### src/rtl/complex_alu_writeback.sv
// rtl/complex_alu_writeback.sv - fixed-latency writeback stage for the complex (mult/div/syscall) ALU
//
// Purpose: captures a complex-ALU result together with its destination tag and
// active-list id. The entry is delayed LATENCY cycles and then presented from an
// in-order FIFO on a valid/ready writeback bus. Issue back-pressure is credit based,
// so the FIFO can never overflow. flush_i squashes everything in flight.
//
// Ports:
//   clk, reset          clock, synchronous active-high reset
//   issue_valid_i/ready issue handshake; issue_tag_i, issue_al_id_i identify the instruction
//   alu_result_i        2*DATA_W result; only the low DATA_W bits are kept
//   alu_flags_i         execution flags, passed through untouched
//   flush_i             recovery squash of pipeline and FIFO
//   wb_valid_o/ready_i  writeback handshake; wb_data/tag/al_id/flags_o come from the FIFO head
//   hi_o, lo_o          HI/LO architectural registers (only with COMPLEX_WB_HILO_EN)
//
// Optional feature macro: COMPLEX_WB_HILO_EN

module complex_alu_writeback #(
    parameter int DATA_W    = 32,
    parameter int FLAG_W    = 6,
    parameter int TAG_W     = 7,
    parameter int ALID_W    = 7,
    parameter int LATENCY   = 3,
    parameter int BUF_DEPTH = 4
) (
    input  logic                clk,
    input  logic                reset,
    input  logic                issue_valid_i,
    output logic                issue_ready_o,
    input  logic [TAG_W-1:0]    issue_tag_i,
    input  logic [ALID_W-1:0]   issue_al_id_i,
    input  logic [2*DATA_W-1:0] alu_result_i,
    input  logic [FLAG_W-1:0]   alu_flags_i,
    input  logic                flush_i,
    output logic                wb_valid_o,
    input  logic                wb_ready_i,
    output logic [DATA_W-1:0]   wb_data_o,
    output logic [TAG_W-1:0]    wb_tag_o,
    output logic [ALID_W-1:0]   wb_al_id_o,
`ifdef COMPLEX_WB_HILO_EN
    output logic [DATA_W-1:0]   hi_o,
    output logic [DATA_W-1:0]   lo_o,
`endif
    output logic [FLAG_W-1:0]   wb_flags_o
);

    localparam int ENTRY_W = DATA_W + TAG_W + ALID_W + FLAG_W;
    localparam int STAGES  = LATENCY - 1;
    localparam int PIPE_N  = (STAGES > 0) ? STAGES : 1;
    localparam int PTR_W   = (BUF_DEPTH > 1) ? $clog2(BUF_DEPTH) : 1;
    localparam int CNT_W   = $clog2(BUF_DEPTH + LATENCY + 1);

    // Upper half of the ALU result is architecturally discarded here.
    logic unused_result_hi;
    assign unused_result_hi = ^alu_result_i[2*DATA_W-1:DATA_W];

    logic               accept;
    logic [ENTRY_W-1:0] new_e;
    logic               push_v;
    logic [ENTRY_W-1:0] push_e;
    logic               pop;

    logic [PIPE_N-1:0]  pipe_v;
    logic [ENTRY_W-1:0] pipe_e [PIPE_N];

    logic [ENTRY_W-1:0] mem [BUF_DEPTH];
    logic [PTR_W-1:0]   head;
    logic [PTR_W-1:0]   tail;
    logic [CNT_W-1:0]   count;
    logic [CNT_W-1:0]   pipe_cnt;
    logic [CNT_W-1:0]   inflight;

    assign new_e  = {alu_result_i[DATA_W-1:0], issue_tag_i, issue_al_id_i, alu_flags_i};
    assign accept = issue_valid_i && issue_ready_o && !flush_i;

    // Fixed-latency delay line. It never stalls: credits reserve a FIFO slot for
    // every entry before it is accepted.
    generate
        if (STAGES > 0) begin : g_pipe
            always_ff @(posedge clk) begin
                if (reset || flush_i) begin
                    pipe_v <= '0;
                end else begin
                    pipe_v[0] <= accept;
                    for (int i = 1; i < STAGES; i++) begin
                        pipe_v[i] <= pipe_v[i-1];
                    end
                end
                pipe_e[0] <= new_e;
                for (int i = 1; i < STAGES; i++) begin
                    pipe_e[i] <= pipe_e[i-1];
                end
            end
            assign push_v = pipe_v[PIPE_N-1];
            assign push_e = pipe_e[PIPE_N-1];
        end else begin : g_nopipe
            assign pipe_v    = '0;
            assign pipe_e[0] = '0;
            assign push_v    = accept;
            assign push_e    = new_e;
        end
    endgenerate

    always_comb begin
        pipe_cnt = '0;
        for (int i = 0; i < PIPE_N; i++) begin
            pipe_cnt = pipe_cnt + CNT_W'(pipe_v[i]);
        end
    end

    // Credits are derived only from registered state, so a pop frees its slot
    // for issue starting the following cycle.
    assign inflight      = pipe_cnt + count;
    assign issue_ready_o = (inflight < CNT_W'(BUF_DEPTH));

    assign wb_valid_o = (count != '0);
    assign pop        = wb_valid_o && wb_ready_i;
    assign {wb_data_o, wb_tag_o, wb_al_id_o, wb_flags_o} = mem[head];

    function automatic logic [PTR_W-1:0] ptr_next(input logic [PTR_W-1:0] p);
        return (p == PTR_W'(BUF_DEPTH - 1)) ? '0 : p + 1'b1;
    endfunction

    always_ff @(posedge clk) begin
        if (reset) begin
            head  <= '0;
            tail  <= '0;
            count <= '0;
            // Storage is cleared so the head-driven wb_* outputs read zero after reset.
            for (int i = 0; i < BUF_DEPTH; i++) begin
                mem[i] <= '0;
            end
        end else if (flush_i) begin
            head  <= '0;
            tail  <= '0;
            count <= '0;
        end else begin
            assert (!(push_v && !pop && count == CNT_W'(BUF_DEPTH)))
                else $error("complex_alu_writeback: push into full fifo");
            if (push_v) begin
                mem[tail] <= push_e;
                tail      <= ptr_next(tail);
            end
            if (pop) begin
                head <= ptr_next(head);
            end
            if (push_v && !pop) begin
                count <= count + 1'b1;
            end else if (!push_v && pop) begin
                count <= count - 1'b1;
            end
        end
    end

`ifdef COMPLEX_WB_HILO_EN
    // HI/LO update on pop: flag bit4 requests the write, bit3 selects LO,
    // and excepting entries (bit1) never update architectural state.
    always_ff @(posedge clk) begin
        if (reset) begin
            hi_o <= '0;
            lo_o <= '0;
        end else if (!flush_i && pop && wb_flags_o[4] && !wb_flags_o[1]) begin
            if (wb_flags_o[3]) begin
                lo_o <= wb_data_o;
            end else begin
                hi_o <= wb_data_o;
            end
        end
    end
`endif

endmodule

### config.mk
export PLATFORM = sky130hd
export DESIGN_NAME = complex_alu_writeback
export DESIGN_NICKNAME = d
export VERILOG_FILES = /design/src/rtl/complex_alu_writeback.sv
export SDC_FILE = /design/constraint.sdc
export NUM_CORES = 1
export LEC_CHECK = 0
export BUFFER_PORTS_ARGS = -buffer_cell sky130_fd_sc_hd__buf_2
export CAP_MARGIN = 20
export CORE_MARGIN = 8
export CORE_UTILIZATION = 40
export DETAILED_ROUTE_END_ITERATION = 8
export HOLD_SLACK_MARGIN = 0.12
export PLACE_DENSITY = 0.71
export SLEW_MARGIN = 20
export SYNTH_ARGS = -nofsm -noshare
export SYNTH_HDL_FRONTEND = slang
export SYNTH_SLANG_ARGS = --single-unit
### constraint.sdc
create_clock -name clk -period 7.9 [get_ports clk]
set_clock_uncertainty 0.15 [all_clocks]
set_input_delay 0 -clock clk [delete_from_list [all_inputs] [get_ports clk]]
set_output_delay 0 -clock clk [all_outputs]
set_load 0.02 [all_outputs]
# --- Word level (Yosys, flattened, before mapping) ---
# Memories as Yosys holds them, arrays and structs flattened. A register that Yosys moved wholly into a read port is not among the register bits.
# Cells that the tools add are included.
classes:
  magnitude_cmp: 1
  reduce_logical: 13
  eq_ne: 2
  muxes: 15
  n_addsub: 6
op_table:
  columns: ["cell", "n"]
  rows:
  - ["$mux W52", 1]
  - ["$reduce_or A52 Y1", 1]
  - ["$mux W2", 5]
  - ["$mux W1", 7]
  - ["$mux W3", 2]
  - ["$logic_and A1 B1 Y1", 5]
  - ["$add A2 B1 Y2 const B", 2]
  - ["$eq A2 B2 Y1 const B", 2]
  - ["$add A2 B3 Y3", 1]
  - ["$add A3 B1 Y3 const B", 1]
  - ["$logic_not A1 Y1", 3]
  - ["$lt A3 B3 Y1 const B", 1]
  - ["$reduce_bool A3 Y1", 1]
  - ["$sub A3 B1 Y3 const B", 1]
  - ["$add A1 B1 Y2", 1]
  - ["$reduce_bool A2 Y1", 1]
  - ["$reduce_or A2 Y1", 1]
  - ["$logic_or A1 B1 Y1", 1]
word_totals:
  ff_bits: 9
  word_cells: 43
  n_memories: 2
  in_bits: 89
  out_inout_bits: 54
  mem_bits_rw: 312
mem_list:
  columns: ["memory", "depth", "width", "rd", "rd_ports_with_merged_regs", "write_ports", "line", "text"]
  rows:
  - ["mem", 4, 52, 1, 1, 4, "67", "logic [ENTRY_W-1:0] mem [BUF_DEPTH];"]
  - ["pipe_e", 2, 52, 2, 0, 2, "65", "logic [ENTRY_W-1:0] pipe_e [PIPE_N];"]

# --- Longest topological paths before layout ---
logic_depth:
  ltp_word: 6
  mapped_depth: 7
  ltp_nobuf: 7

# --- Worst setup path after synthesis ---
# OpenSTA, ideal clock, no wires.
synth_path:
  path_kind: "reg-to-reg"
  startpoint: "register pipe_v[1]"
  endpoint: "memory mem[3][0] (netlist bit), enable pin"
  arrival_ns: 1.936
  path_slack_ns: 5.402
  setup_time_ns: 0.412
  stages_incl_launch_ff: 3
  path_buffers: 1
  synth_period_minus_slack_ns: 2.498
  cell_sequence: "dfxtp_1 > clkbuf_1 > a41o_1"
synth_lines:
  columns: ["item", "line", "text"]
  rows:
  - ["start, declared", "64", "logic [PIPE_N-1:0] pipe_v;"]
  - ["start signal, assigned by index", "87", "pipe_v[i] <= pipe_v[i-1];"]
  - ["end, declared", "67", null]

==> results.json <==
{
  "status": "completed",
  "period_share_pct": 35.0,
  "synth_fa_ha_area_share_pct": 0.607,
  "synth.area.top_cells": "edfxtp_1 (54%), dfxtp_1 (20%), mux4_2 (10%)",
  "post-cts-setup-buffer-count": 0,
  "synth_edf_count": 208,
  "critPathSlowestCell": "buf_4",
  "async_flop_share_pct": 0,
  "clkSinkCount": 323,
  "min_period_ns": 2.76,
  "drcViolationCount": 0,
  "ctsResizeCount": 0,
  "syn-cell-area_um2": 11500,
  "vias": 6151,
  "first_iter_violations": 327,
  "rows": 62,
  "report.power.total_w": 0.00367,
  "synth_xor_area_share_pct": 0.152,
  "clk_path_buf_depth": 3,
  "yosys_warnings": 0,
  "synthMostInstantiatedCell": "edfxtp_1",
  "cts_buffers": 36,
  "timing.max_cap.violations": 0,
  "grt_pass1_wl_mm": 37.4,
  "synth_simple_gate_area_share_pct": 12.8,
  "antenna_found_initial": 0,
  "path_clk_slew_ns": 0.06,
  "crit_required_ns": 7.75,
  "muxShareOfSynthArea_pct": 10.3,
  "drv_slew": 0,
  "synth.top_cell.area_share_pct": 54.1,
  "n_fill_cell": 2365,
  "grt-ovfl-total": 0,
  "yosysUniqueCellTypes": 29,
  "crit_cells": 3,
  "die_area_um2": 34500,
  "arrival_ns": 2.61,
  "grt_util_met3_pct": 3.16,
  "clockRootBuffer": "clkbuf_16",
  "synth-compound-area-share_pct": 0.509,
  "timing.fmax_mhz": 362,
  "antenna_cells": 0,
  "critPathLaunchType": "flop",
  "core_area_um2": 28500,
  "critPathMaxFanout": 39,
  "hold_depth": 0,
  "io_buffers": 110,
  "rsz0062_at_grt": "no",
  "clk_latency_ns": 0.50,
  "grt_pass1_vias": 6866,
  "syn_inst": 669,
  "yosys.area.top_type": "edfxtp_1",
  "power_density_nw_per_um2": 248,
  "rr_worst_depth": 7,
  "place.gp.congestion": 0.663,
  "gr-usage-met1_pct": 16.2,
  "synth_ff_type": "edfxtp_1",
  "initial_utilization_pct": 40.4,
  "htreeDepth": 2,
  "critPathTopFamily": "buffers and inverters",
  "power.leakage_nw": 5.86,
  "worst_slew_pin_slew_ns": 0.920,
  "final_nets": 988,
  "cts_tree": "built",
  "synth-seq-cells": 323,
  "routedWlPerCell_um": 18.2,
  "ant_nets": 0,
  "endpoint_kind": "output port",
  "grt.busiest_layer": "met2",
  "ir_drop_v": 0.000141,
  "synth.top_cells.by_count": "edfxtp_1 (208), and2_1 (157), dfxtp_1 (115), and3_1 (53), mux4_2 (52)",
  "area_growth_pct": 27.9,
  "synth.yosys.seq_area_share_pct": 74.1,
  "critPathMaxStageDelay_ns": 0.75,
  "grt_usage_pct": 14.1,
  "crit_type": "flop to output port",
  "vias_per_cell": 4.71,
  "dr.pass1.iters": 4,
  "relSlewSlack_pct": 38.7,
  "syn_avg_cell_area_um2": 17.3,
  "crit_buf_inv": 2,
  "die_width_um": 186,
  "globalRouteMet2Util_pct": 25.6,
  "drive_above_1_share_pct": 25.4,
  "die_h_um": 186,
  "fin_area_um2": 14800,
  "hold_path_class": "flop to flop",
  "setup_tns_ns": 0,
  "syn_nets": 763,
  "routed_wl_mm": 23.7,
  "synth_top_family_by_area": "simple AND/OR/NAND/NOR gates",
  "grt_max_degree": 60,
  "setup_viol": 0,
  "hold_viol": 0,
  "worstPathCellList": "buf_4, mux4_2, buf_2",
  "io_pins": 143,
  "placed_cell_area_um2": 12500,
  "fin_util_pct": 51.7,
  "hpwl_mm": 11.6
}
-- sequential cells by signal, summed over array words and instances (netlist names), named ones only --
register and count:
tail 2, pipe_e 104, mem 208, head 2
pipe_v 2, count 3
-- layout by cell type (no fill, tap or decap), types with 3 or more instances in the layout --
| master | netlist | routed |
|---|---|---|
| nor2_1 | 5 | 4 |
| mux4_2 | 52 | 52 |
| ha_1 | 4 | 4 |
| and2_1 | 157 | 157 |
| or3_1 | 3 | 3 |
| edfxtp_1 | 208 | 208 |
| clkinv_4 | 0 | 3 |
| and3_1 | 53 | 53 |
| nand2_1 | 3 | 3 |
| inv_6 | 0 | 4 |
| or2_4 | 0 | 3 |
| clkinv_2 | 0 | 4 |
| a21oi_1 | 3 | 3 |
| inv_1 | 3 | 3 |
| dfxtp_1 | 115 | 112 |
| bufinv_16 | 0 | 3 |
| clkbuf_16 | 0 | 37 |
| dlygate4sd3_1 | 0 | 111 |
| buf_2 | 5 | 110 |
| buf_4 | 0 | 6 |
| clkbuf_1 | 25 | 10 |
-- final timing paths --
path / start / endpoint / slack [ns]
worst max-delay path: flop / wb_data_o[31] / 5.14
worst min-delay path: pipe_e[0][48] / pipe_e[0][100] / 0.17
worst max register to register: count[0] / count[2] / 5.46
worst min register to register: pipe_e[0][48] / pipe_e[0][100] / 0.17
-- metrics by stage --
stage	std cells	hold slack (ns)	setup WS [ns]
5_1_grt	1305	0.179	4.92
4_1_cts	1305	0.175	5.00
2_1_floorplan	669	-0.122	5.40
3_5_place_dp	1129	-0.0464	5.46
6_report	1305	0.175	5.14
3_3_place_gp	1129	-0.0480	5.45
-- power breakdown --
group | leakage [nW] | internal [W] | switching (W) | total, W
combinational | 2.16 | 0.0000765 | 0.0000763 | 0.000153
clock | 0.574 | 0.000986 | 0.000645 | 0.00163
sequential | 3.12 | 0.00186 | 0.0000244 | 0.00188
-- layer usage --
layer | up-vias | part of all wire (%)
li1 | 2915 | -
met1 | 3071 | 41
met2 | 124 | 53
met3 | 41 | 4.5
met4 | 0 | 2.1
met5 | - | 0
-- layout make-up --
| class | count | area (um^2) | area share (%) |
|---|---|---|---|
| clock buffers | 49 | 991 | 6.71 |
| well taps | 384 | 480 | 3.25 |
| flip-flops and latches | 323 | 8560 | 58.0 |
| multi-input cells | 303 | 2840 | 19.2 |
| inverters | 3 | 11.3 | 0.0763 |
| repair buffers | 227 | 1710 | 11.6 |
| clock inverters | 16 | 179 | 1.21 |
-- cells by family after synthesis --
kind of cell | Yosys count
flip-flops | 323
AND/OR/NAND/NOR | 233
multiplexers | 54
buffers and inverters | 43
AO/OA/AOI/OAI | 9
adder cells (fa/ha/maj) | 5
XOR/XNOR | 2
-- what timing repair did --
action | 4_1_cts | 5_1_grt
setup endpoints to repair | 0 | 0
endpoints found under the hold margin | 82 | 0
hold buffers | 111 | 0
Note: power is estimated with default switching activity, not from simulation.
